--- src/rtl/rysy_bus_fabric_pkg.sv ---
// rysy_bus_fabric_pkg: shared FSM states and bus geometry for the rysy bus fabric.
package rysy_bus_fabric_pkg;
    localparam int BUS_WIDTH  = 32;
    localparam int BE_W       = 4;
    localparam int MAX_SLAVES = 8;
    typedef enum logic [1:0] {IDLE, WAIT, ERR, RESP} state_t;
endpackage

--- src/rtl/rysy_bus_fabric_decoder.sv ---
// rysy_bus_fabric_decoder: base/mask window match with lowest-index priority.
module rysy_bus_fabric_decoder
    import rysy_bus_fabric_pkg::*;
#(
    parameter int                        WIDTH      = BUS_WIDTH,
    parameter int                        N_SLAVES   = 2,
    parameter int                        IDX_W      = 1,
    parameter logic [N_SLAVES*WIDTH-1:0] SLAVE_BASE = '0,
    parameter logic [N_SLAVES*WIDTH-1:0] SLAVE_MASK = '0
) (
    input  logic [WIDTH-1:0] addr_i,
    output logic             hit_o,
    output logic [IDX_W-1:0] idx_o
);
    // Scanning downwards lets the lowest matching slot overwrite the others.
    always_comb begin
        hit_o = 1'b0;
        idx_o = '0;
        for (int i = N_SLAVES - 1; i >= 0; i--) begin
            if ((addr_i & SLAVE_MASK[i*WIDTH +: WIDTH]) == SLAVE_BASE[i*WIDTH +: WIDTH]) begin
                hit_o = 1'b1;
                idx_o = IDX_W'(i);
            end
        end
    end
endmodule

--- src/rtl/rysy_bus_fabric.sv ---
// rysy_bus_fabric: core-to-N-slave fabric with decode, timeout and error response; RYSY_BUS_STATS_EN adds transfer/error counters.
module rysy_bus_fabric
    import rysy_bus_fabric_pkg::*;
#(
    parameter int                        WIDTH      = BUS_WIDTH,
    parameter int                        N_SLAVES   = 2,
    parameter logic [N_SLAVES*WIDTH-1:0] SLAVE_BASE = {32'h0000_0400, 32'h0000_0000},
    parameter logic [N_SLAVES*WIDTH-1:0] SLAVE_MASK = {32'hFFFF_FC00, 32'hFFFF_FC00},
    parameter int                        TIMEOUT    = 16
) (
    input  logic                      clk,
    input  logic                      rst,
    input  logic                      req_i,
    input  logic                      we_i,
    input  logic [WIDTH-1:0]          addr_i,
    input  logic [WIDTH-1:0]          wdata_i,
    input  logic [BE_W-1:0]           be_i,
    output logic [WIDTH-1:0]          rdata_o,
    output logic                      ready_o,
    output logic                      err_o,
    output logic [WIDTH-1:0]          s_addr_o,
    output logic [WIDTH-1:0]          s_wdata_o,
    output logic [BE_W-1:0]           s_be_o,
    output logic [N_SLAVES-1:0]       s_we_o,
    output logic [N_SLAVES-1:0]       s_re_o,
    input  logic [N_SLAVES*WIDTH-1:0] s_rdata_i,
    input  logic [N_SLAVES-1:0]       s_ready_i
`ifdef RYSY_BUS_STATS_EN
    ,
    output logic [31:0]               stat_xfer_o,
    output logic [31:0]               stat_err_o
`endif
);
    localparam int IDX_W = (N_SLAVES > 1) ? $clog2(N_SLAVES) : 1;

    state_t              state_q, state_d;
    logic                hit;
    logic [IDX_W-1:0]    hit_idx, idx_q, idx_d;
    logic [N_SLAVES-1:0] onehot;
    logic                we_q, we_d;
    logic [7:0]          cnt_q, cnt_d;
    logic [WIDTH-1:0]    rdata_q, rdata_d, s_addr_q, s_addr_d, s_wdata_q, s_wdata_d;
    logic [BE_W-1:0]     s_be_q, s_be_d;
    logic [N_SLAVES-1:0] s_we_q, s_we_d, s_re_q, s_re_d;
    logic                ready_q, ready_d, err_q, err_d;
    logic                accept, sel_ready, timeout;
    logic [WIDTH-1:0]    sel_rdata;

    rysy_bus_fabric_decoder #(
        .WIDTH(WIDTH), .N_SLAVES(N_SLAVES), .IDX_W(IDX_W),
        .SLAVE_BASE(SLAVE_BASE), .SLAVE_MASK(SLAVE_MASK)
    ) u_dec (
        .addr_i(addr_i),
        .hit_o (hit),
        .idx_o (hit_idx)
    );

    // The IDLE cycle that carries an error pulse must not re-accept the still-held request.
    assign accept    = state_q == IDLE && req_i && !ready_q;
    assign onehot    = N_SLAVES'(1) << hit_idx;
    assign sel_ready = s_ready_i[idx_q];
    assign sel_rdata = s_rdata_i[idx_q*WIDTH +: WIDTH];
    assign timeout   = cnt_q == 8'(TIMEOUT - 1);

    always_ff @(posedge clk) begin
        if (rst) state_q <= IDLE;
        else     state_q <= state_d;
    end

    always_comb begin
        state_d = state_q;
        case (state_q)
            IDLE:    state_d = accept ? (hit ? WAIT : ERR) : IDLE;
            WAIT:    state_d = (sel_ready || timeout) ? RESP : WAIT;
            default: state_d = IDLE;
        endcase
    end

    always_comb begin
        idx_d     = idx_q;
        we_d      = we_q;
        s_addr_d  = s_addr_q;
        s_wdata_d = s_wdata_q;
        s_be_d    = s_be_q;
        cnt_d     = cnt_q;
        s_we_d    = '0;
        s_re_d    = '0;
        rdata_d   = '0;
        ready_d   = 1'b0;
        err_d     = 1'b0;
        if (accept && hit) begin
            idx_d     = hit_idx;
            we_d      = we_i;
            s_addr_d  = addr_i;
            s_wdata_d = wdata_i;
            s_be_d    = be_i;
            s_we_d    = we_i ? onehot : '0;
            s_re_d    = we_i ? '0 : onehot;
            cnt_d     = '0;
        end
        if (state_q == WAIT) begin
            ready_d = sel_ready || timeout;
            err_d   = !sel_ready && timeout;
            rdata_d = (sel_ready && !we_q) ? sel_rdata : '0;
            cnt_d   = cnt_q + 8'd1;
        end
        if (state_q == ERR) begin
            ready_d = 1'b1;
            err_d   = 1'b1;
        end
    end

    always_ff @(posedge clk) begin
        if (rst) begin
            idx_q     <= '0;
            we_q      <= 1'b0;
            cnt_q     <= '0;
            rdata_q   <= '0;
            ready_q   <= 1'b0;
            err_q     <= 1'b0;
            s_addr_q  <= '0;
            s_wdata_q <= '0;
            s_be_q    <= '0;
            s_we_q    <= '0;
            s_re_q    <= '0;
        end else begin
            idx_q     <= idx_d;
            we_q      <= we_d;
            cnt_q     <= cnt_d;
            rdata_q   <= rdata_d;
            ready_q   <= ready_d;
            err_q     <= err_d;
            s_addr_q  <= s_addr_d;
            s_wdata_q <= s_wdata_d;
            s_be_q    <= s_be_d;
            s_we_q    <= s_we_d;
            s_re_q    <= s_re_d;
        end
    end

    assign rdata_o   = rdata_q;
    assign ready_o   = ready_q;
    assign err_o     = err_q;
    assign s_addr_o  = s_addr_q;
    assign s_wdata_o = s_wdata_q;
    assign s_be_o    = s_be_q;
    assign s_we_o    = s_we_q;
    assign s_re_o    = s_re_q;

`ifdef RYSY_BUS_STATS_EN
    logic [31:0] stat_xfer_q, stat_err_q;
    always_ff @(posedge clk) begin
        if (rst) begin
            stat_xfer_q <= '0;
            stat_err_q  <= '0;
        end else begin
            stat_xfer_q <= stat_xfer_q + {31'd0, ready_q};
            stat_err_q  <= stat_err_q + {31'd0, ready_q & err_q};
        end
    end
    assign stat_xfer_o = stat_xfer_q;
    assign stat_err_o  = stat_err_q;
`endif
endmodule
--- config.mk ---
export PLATFORM = sky130hd
export DESIGN_NAME = rysy_bus_fabric
export DESIGN_NICKNAME = d
export VERILOG_FILES = /design/src/rtl/rysy_bus_fabric_pkg.sv /design/src/rtl/rysy_bus_fabric_decoder.sv /design/src/rtl/rysy_bus_fabric.sv
export SDC_FILE = /design/constraint.sdc
export NUM_CORES = 1
export LEC_CHECK = 0
export ABC_AREA = 1
export CELL_PAD_IN_SITES_DETAIL_PLACEMENT = 1
export CELL_PAD_IN_SITES_GLOBAL_PLACEMENT = 1
export CORE_AREA = 4 4 113 158
export CTS_BUF_LIST = sky130_fd_sc_hd__clkbuf_16
export CTS_CLUSTER_SIZE = 25
export DETAILED_ROUTE_END_ITERATION = 10
export DIE_AREA = 0 0 117 162
export GPL_TIMING_DRIVEN = 0
export PLACE_DENSITY_LB_ADDON = 0.1
export SLEW_MARGIN = 20
export SYNTH_ARGS = -nofsm -noshare
export SYNTH_HDL_FRONTEND = slang
export SYNTH_SLANG_ARGS = --single-unit
--- constraint.sdc ---
create_clock -name clk -period 1.94 [get_ports clk]
set_input_delay 0.388 -clock clk [delete_from_list [all_inputs] [get_ports clk]]
set_output_delay 0.388 -clock clk [all_outputs]
set_load 0.1 [all_outputs]
# == Word-level counts from Yosys, hierarchy flattened ==
# Index checks and enable logic that the tools add are counted.
# totals
register_bits,118
latchBits,0
ramBits,0
romBits,0
output_inout_bits,106
mem_count,0
# classes
n_addsub,1
multipliers,0
n_div,0
order_cmp,1
eq_ne,4
shift,2
mux,15
bitwise_logic,4
reduce_logical,15
# ops
operator,count
64-bit by 7-bit variable part select with 32-bit output,1
32-bit logical NOT,1
"22-bit by 1-bit == test with 1-bit output, second input constant",1
8-bit 2-to-1 mux,2
1-bit 2-to-1 mux,9
3-bit OR reduction,3
"8-bit by 1-bit adder with 8-bit output, second input constant",1
"8-bit by 4-bit == test with 1-bit output, second input constant",1
2-bit 2-to-1 mux,3
1-bit logical AND,5
1-bit NOT,4
2-bit case mux with 2 select lines,1
1-bit logical NOT,3
"2-bit by 1-bit == test with 1-bit output, second input constant",1
"2-bit == test, second input constant",1
2-bit logical NOT,1
"1-bit by 2-bit < comparator with 1-bit output, second input constant",1
2-bit nonzero test,1
"1-bit by 1-bit << shifter with 2-bit output, first input constant",1
1-bit logical OR,1

# == Depth between registers and ports, before layout ==
# depth
word_depth,6
mapped_depth,8
ltp_nobuf,7

# == Cells and area by module ==
# Synthesis repeated with hierarchy kept, for this count alone.
# unflattened
cells_unflattened,573
hier_area_um2,4299.1
# by_module_without_submodules
module,instances,cells_per_inst,area_each_um2,seq_area_each_um2
rysy_bus_fabric,1,545,4190.3,2362.3
rysy_bus_fabric_decoder,1,28,108.9,0.0

# == Worst setup path before layout ==
# No wires, ideal clock.
# synth_timing
kind,reg2reg
from,register ready_q (netlist: ready_o)
to,register cnt_q[1]
setup_time_ps,71
t_arrival_ps,1809
required_time_ps,1869
setup_slack_ps,60
path_stages_with_launch,6
period_less_slack_ps,1880
cell_sequence,dfxtp_1 nor2_1 nand4_4 clkbuf_1 nand3_1 a21oi_1
# synth_via
elab_chain_cells,4
# synth_lines
element,line,text
start: declaration,rysy_bus_fabric.sv:45,"logic ready_q, ready_d, err_q, err_d;"
start signal: assignment,rysy_bus_fabric.sv:131,ready_q <= ready_d;
1-bit logical NOT,rysy_bus_fabric.sv:59,assign accept = state_q == IDLE && req_i && !ready_q;
1-bit logical AND,rysy_bus_fabric.sv:59,
1-bit logical AND,rysy_bus_fabric.sv:91,if (accept && hit) begin
2-bit nonzero test (no source line),n/a,
end signal: assignment,rysy_bus_fabric.sv:129,cnt_q <= cnt_d;
end: declaration,rysy_bus_fabric.sv:41,"logic [7:0] cnt_q, cnt_d;"
# No other way between the ends.
# A chain may end at the register's enable or synchronous reset.

# == Final worst setup path ==
# layout_timing
from,input addr_i[14]
to,register s_wdata_q[7] (netlist: s_wdata_o[7])
# layout_via
elab_chain_cells,4
word_cells_on_any_way,5
classes_between,1 x eq/ne; 2 x mux; 2 x reduce/logical
# layout_lines
element,line,text
start: declaration,rysy_bus_fabric.sv:15,"input logic [WIDTH-1:0] addr_i,"
22-bit by 1-bit == test with 1-bit output,rysy_bus_fabric_decoder.sv:20,if ((addr_i & SLAVE_MASK[i*WIDTH +: WIDTH]) == SLAVE_BASE[i*WIDTH +: WIDTH]) begin
1-bit 2-to-1 mux,rysy_bus_fabric_decoder.sv:20,
1-bit 2-to-1 mux (*),rysy_bus_fabric_decoder.sv:20,
1-bit logical AND (*),rysy_bus_fabric.sv:91,
end signal: assignment,rysy_bus_fabric.sv:134,s_wdata_q <= s_wdata_d;
end: declaration,rysy_bus_fabric.sv:42,"logic [WIDTH-1:0] rdata_q, rdata_d, s_addr_q, s_addr_d, s_wdata_q, s_wdata_d;"
# Mark *: on every way between the ends. The rest lies on a longest branch, timed or not.

==> flow_summary_export.csv <==
group,metric,value,unit
worst_setup_path,crit_arrival,2020,ps
worst_setup_path,critical-path-max-stage-delay,400,ps
hold_path,worstHoldPathType,"flop to flop",
logic_synthesis,yosysWarningCount,0,
clock_network,post_cts_hold_buffer_count,0,
drt,drt-initial-drc-count,114,
die,total_die_area,0.0190,mm²
timing,post-route-worst-setup-slack,212,ps
die,i_o_pin_count,244,
clock_network,htree_num_levels,4,
clock_network,numClockSinks,118,
layout,layout-drive-gt1-share,0.186,
outcome,run_status,"completed",
worst_setup_path,worst_setup_path_start_kind,"primary input",
run,maxCapViolations,0,
die,die_height,162,µm
worst_setup_path,timing.critical_path.to_type,"flop",
die,core_region_area,0.0165,mm²
global_routing,global_route.usage.total,0.176,
global_routing,overflow,0,
drt,drt_wl_total,16700,µm
layout,final_cell_mix,"sky130_fd_sc_hd__nor2_1, sky130_fd_sc_hd__clkdlybuf4s50_1, sky130_fd_sc_hd__dfxtp_1, sky130_fd_sc_hd__clkdlybuf4s15_2, sky130_fd_sc_hd__nand2_1",
pwr,pwr_density_cell,748,mW/mm²
place,dp_hpwl,13200,µm
layout,layout.area.seq,0.00236,mm²
global_routing,wire_length_of_the_first_global_routing_pass,25300,µm
worst_setup_path,timing.critical_path.fanout_max,10,
global_routing,grt_max_degree,17,
worst_setup_path,crit_path_frequent_cell,"sky130_fd_sc_hd__nor2_1",
layout,layout.cells.most_common,"sky130_fd_sc_hd__nor2_1",
global_routing,first_global_vias,4775,
pwr,ir_worst_vdd,0.517,mV
clock_network,cts-root-buf,"sky130_fd_sc_hd__clkbuf_16",
timing,post_route_clock_skew,9.38,ps
layout,multiInputGateArea,0.00159,mm²
worst_setup_path,slowest_stage_cell_on_the_critical_path,"sky130_fd_sc_hd__clkdlybuf4s50_1",
clock_network,cts.reportedPaths.clkPinSlew,50,ps
clock_network,tritoncts.num_buffers,17,
pwr,leakage,2.85,nW
timing,final_period_minus_worst_setup_slack,1730,ps
logic_synthesis,synth_cells,536,
place,io_buffer_count,243,
global_routing,grt_antenna_before_repair,0,
logic_synthesis,synth_area,0.00418,mm²
worst_setup_path,critPathRequiredTime,2240,ps
timing,setup_viol,0,
worst_setup_path,worstSetupPathType,"primary input to flop",
place,gpl.final_weighted_congestion,0.806,
clock_network,tritoncts,"yes",
timing,timing.slew.headroom,0.597,
timing,max_slew.worst_pin.slew,608,ps
layout,num-nets-final,937,
timing,rsz_0062_raised_after_global_routing,"no",
logic_synthesis,synth-seq-cells,118,
timing,portion_of_the_clock_cycle_consumed_by_the_worst_path_in_the_final_layout,0.890,
timing,fin_tns_setup,0,ps
drt,antenna_left,0,
die,number_of_rows_in_the_core_area,56,
layout,area_growth,80.0,%
die,die_extent_in_x,117,µm
logic_synthesis,synth.distinct_cells,23,
logic_synthesis,proportion_of_synthesized_chip_area_in_sequential_cells,0.565,
worst_setup_path,crit_path_cells,"clkdlybuf4s50_1, nor2_1, nand2_1, nor2_1, nand4_4, clkbuf_1, o21ai_0, nor2_1",
worst_setup_path,timing.critical_path.buf_inv,2,
worst_setup_path,timing.critical_path.max_delay_family,"simple AND/OR/NAND/NOR gates",
die,start_util,0.253,
logic_synthesis,synth_area_per_cell,7.80,µm²
drt,detail_route.first_pass.iterations,4,
layout,num_antenna_cells,0,
drt,drcViolationCount,0,
place,placement.setup.worst_slack,-335,ps
timing,max_clock_freq,579,MHz
drt,post_drt_via_cell_ratio,4.47,
clock_network,max_root_sink_buffers,2,
clock_network,clock_insertion_delay_worst_skew,410,ps
place,post_dp_cell_area,0.00687,mm²
logic_synthesis,postSynthNetCount,675,
pwr,post-layout-total-power,0.00563,W
drt,routedWlPerCell,16.5,µm
timing,finalMaxSlewViolations,0,
layout,finish.instance_area,0.00753,mm²
drt,via_count,4526,
timing,hold_viol_final,0,
layout,fill_cells,1941,
[report_power, final]
part	internal, W	switching (W)	leakage (nW)
registers	0.00243	0.000000974	0.950
clock network	0.00171	0.00110	0.267
logic	0.000270	0.000120	1.63
total	0.00441	0.00122	2.85
[flip-flops by register name, summed over array words and instances (netlist names)]
signal,count
rdata_o,32
s_addr_o,32
s_wdata_o,32
cnt_q,8
s_be_o,4
s_re_o,2
s_we_o,2
state_q,2
err_o,1
idx_q,1
ready_o,1
we_q,1
[cell families (layout without fill, tap and decap cells)]
family	count (synthesis)	after routing	synth area share
adder cells (fa/ha/maj)	1	1	0.00299
AO/OA/AOI/OAI	96	96	0.115
multiplexers	1	1	0.00239
buffers and inverters	49	323	0.0545
AND/OR/NAND/NOR	271	271	0.260
flip-flops	118	118	0.565
[synthesized netlist by cell type]
library cell	number	share of area
sky130_fd_sc_hd__nor2_1	141	0.13
sky130_fd_sc_hd__dfxtp_1	118	0.57
sky130_fd_sc_hd__nand2_1	101	0.091
sky130_fd_sc_hd__o21ai_0	51	0.061
sky130_fd_sc_hd__a21oi_1	44	0.053
sky130_fd_sc_hd__clkbuf_1	20	0.018
sky130_fd_sc_hd__nand3_1	20	0.024
sky130_fd_sc_hd__inv_1	15	0.013
sky130_fd_sc_hd__buf_2	5	0.0060
sky130_fd_sc_hd__buf_4	4	0.0072
sky130_fd_sc_hd__buf_6	3	0.0081
sky130_fd_sc_hd__nand4_1	3	0.0045
sky130_fd_sc_hd__clkinv_1	1	0.00090
sky130_fd_sc_hd__ha_1	1	0.0030
sky130_fd_sc_hd__inv_2	1	0.00090
sky130_fd_sc_hd__mux2i_1	1	0.0024
sky130_fd_sc_hd__nand3_2	1	0.0024
sky130_fd_sc_hd__nand3b_2	1	0.0027
sky130_fd_sc_hd__nand4_4	1	0.0051
sky130_fd_sc_hd__nor2_2	1	0.0015
sky130_fd_sc_hd__nor3_1	1	0.0012
sky130_fd_sc_hd__o21ai_1	1	0.0012
sky130_fd_sc_hd__or2_1	1	0.0015
[layout make-up]
class                      instances  share of cell area
timing repair buffer             243               0.341
sequential                       118               0.314
inverter                          17             0.00848
multi-input combinational        369               0.212
tap                              203              0.0337
clock inverter                    14              0.0130
clock buffer                      17              0.0565
buffer                            32              0.0219
[routing by layer]
layer / wire [µm] / part of all wire / up-vias / GRT usage
li1: - / - / 2233 / -
met1: 6130 / 0.37 / 2111 / 0.177
met2: 9010 / 0.54 / 154 / 0.327
met3: 1120 / 0.067 / 28 / 0.0548
met4: 432 / 0.026 / 0 / 0.0725
met5: 0 / 0 / - / 0
[worst paths after layout]
check / slack, ps / cells past startpoint / from / to
worst min-delay path: 440 / 2 / s_addr_o[16] / s_addr_o[16]
worst max register to register: 290 / 6 / idx_q / rdata_o[10]
worst min register to register: 440 / 2 / s_addr_o[16] / s_addr_o[16]
worst max-delay path: 210 / 8 / addr_i[14] / s_wdata_o[7]
[worst reg2reg max path: stages (launching register included)]
cell                      delay [ps]
sky130_fd_sc_hd__dfxtp_1         300
sky130_fd_sc_hd__buf_2           210
sky130_fd_sc_hd__mux2i_1         380
sky130_fd_sc_hd__nor2_1           80
sky130_fd_sc_hd__nand3_1         190
sky130_fd_sc_hd__buf_2           270
sky130_fd_sc_hd__a21oi_1          90
[through the flow]
step / hold WS, ps / instances / utilization
3_5_place_dp: 429 / 982 / 0.415
2_1_floorplan: 451 / 536 / -
5_1_grt: 459 / 1013 / 0.455
3_3_place_gp: 425 / 982 / 0.415
6_report: 438 / 1013 / 0.455
4_1_cts: 443 / 1013 / 0.455
[what timing repair did]
action,in CTS,in global routing
pin swaps,0,0
setup buffers,0,0
resized for setup,318,3
setup endpoints to repair,106,4
(Power assumes the default switching activity.)
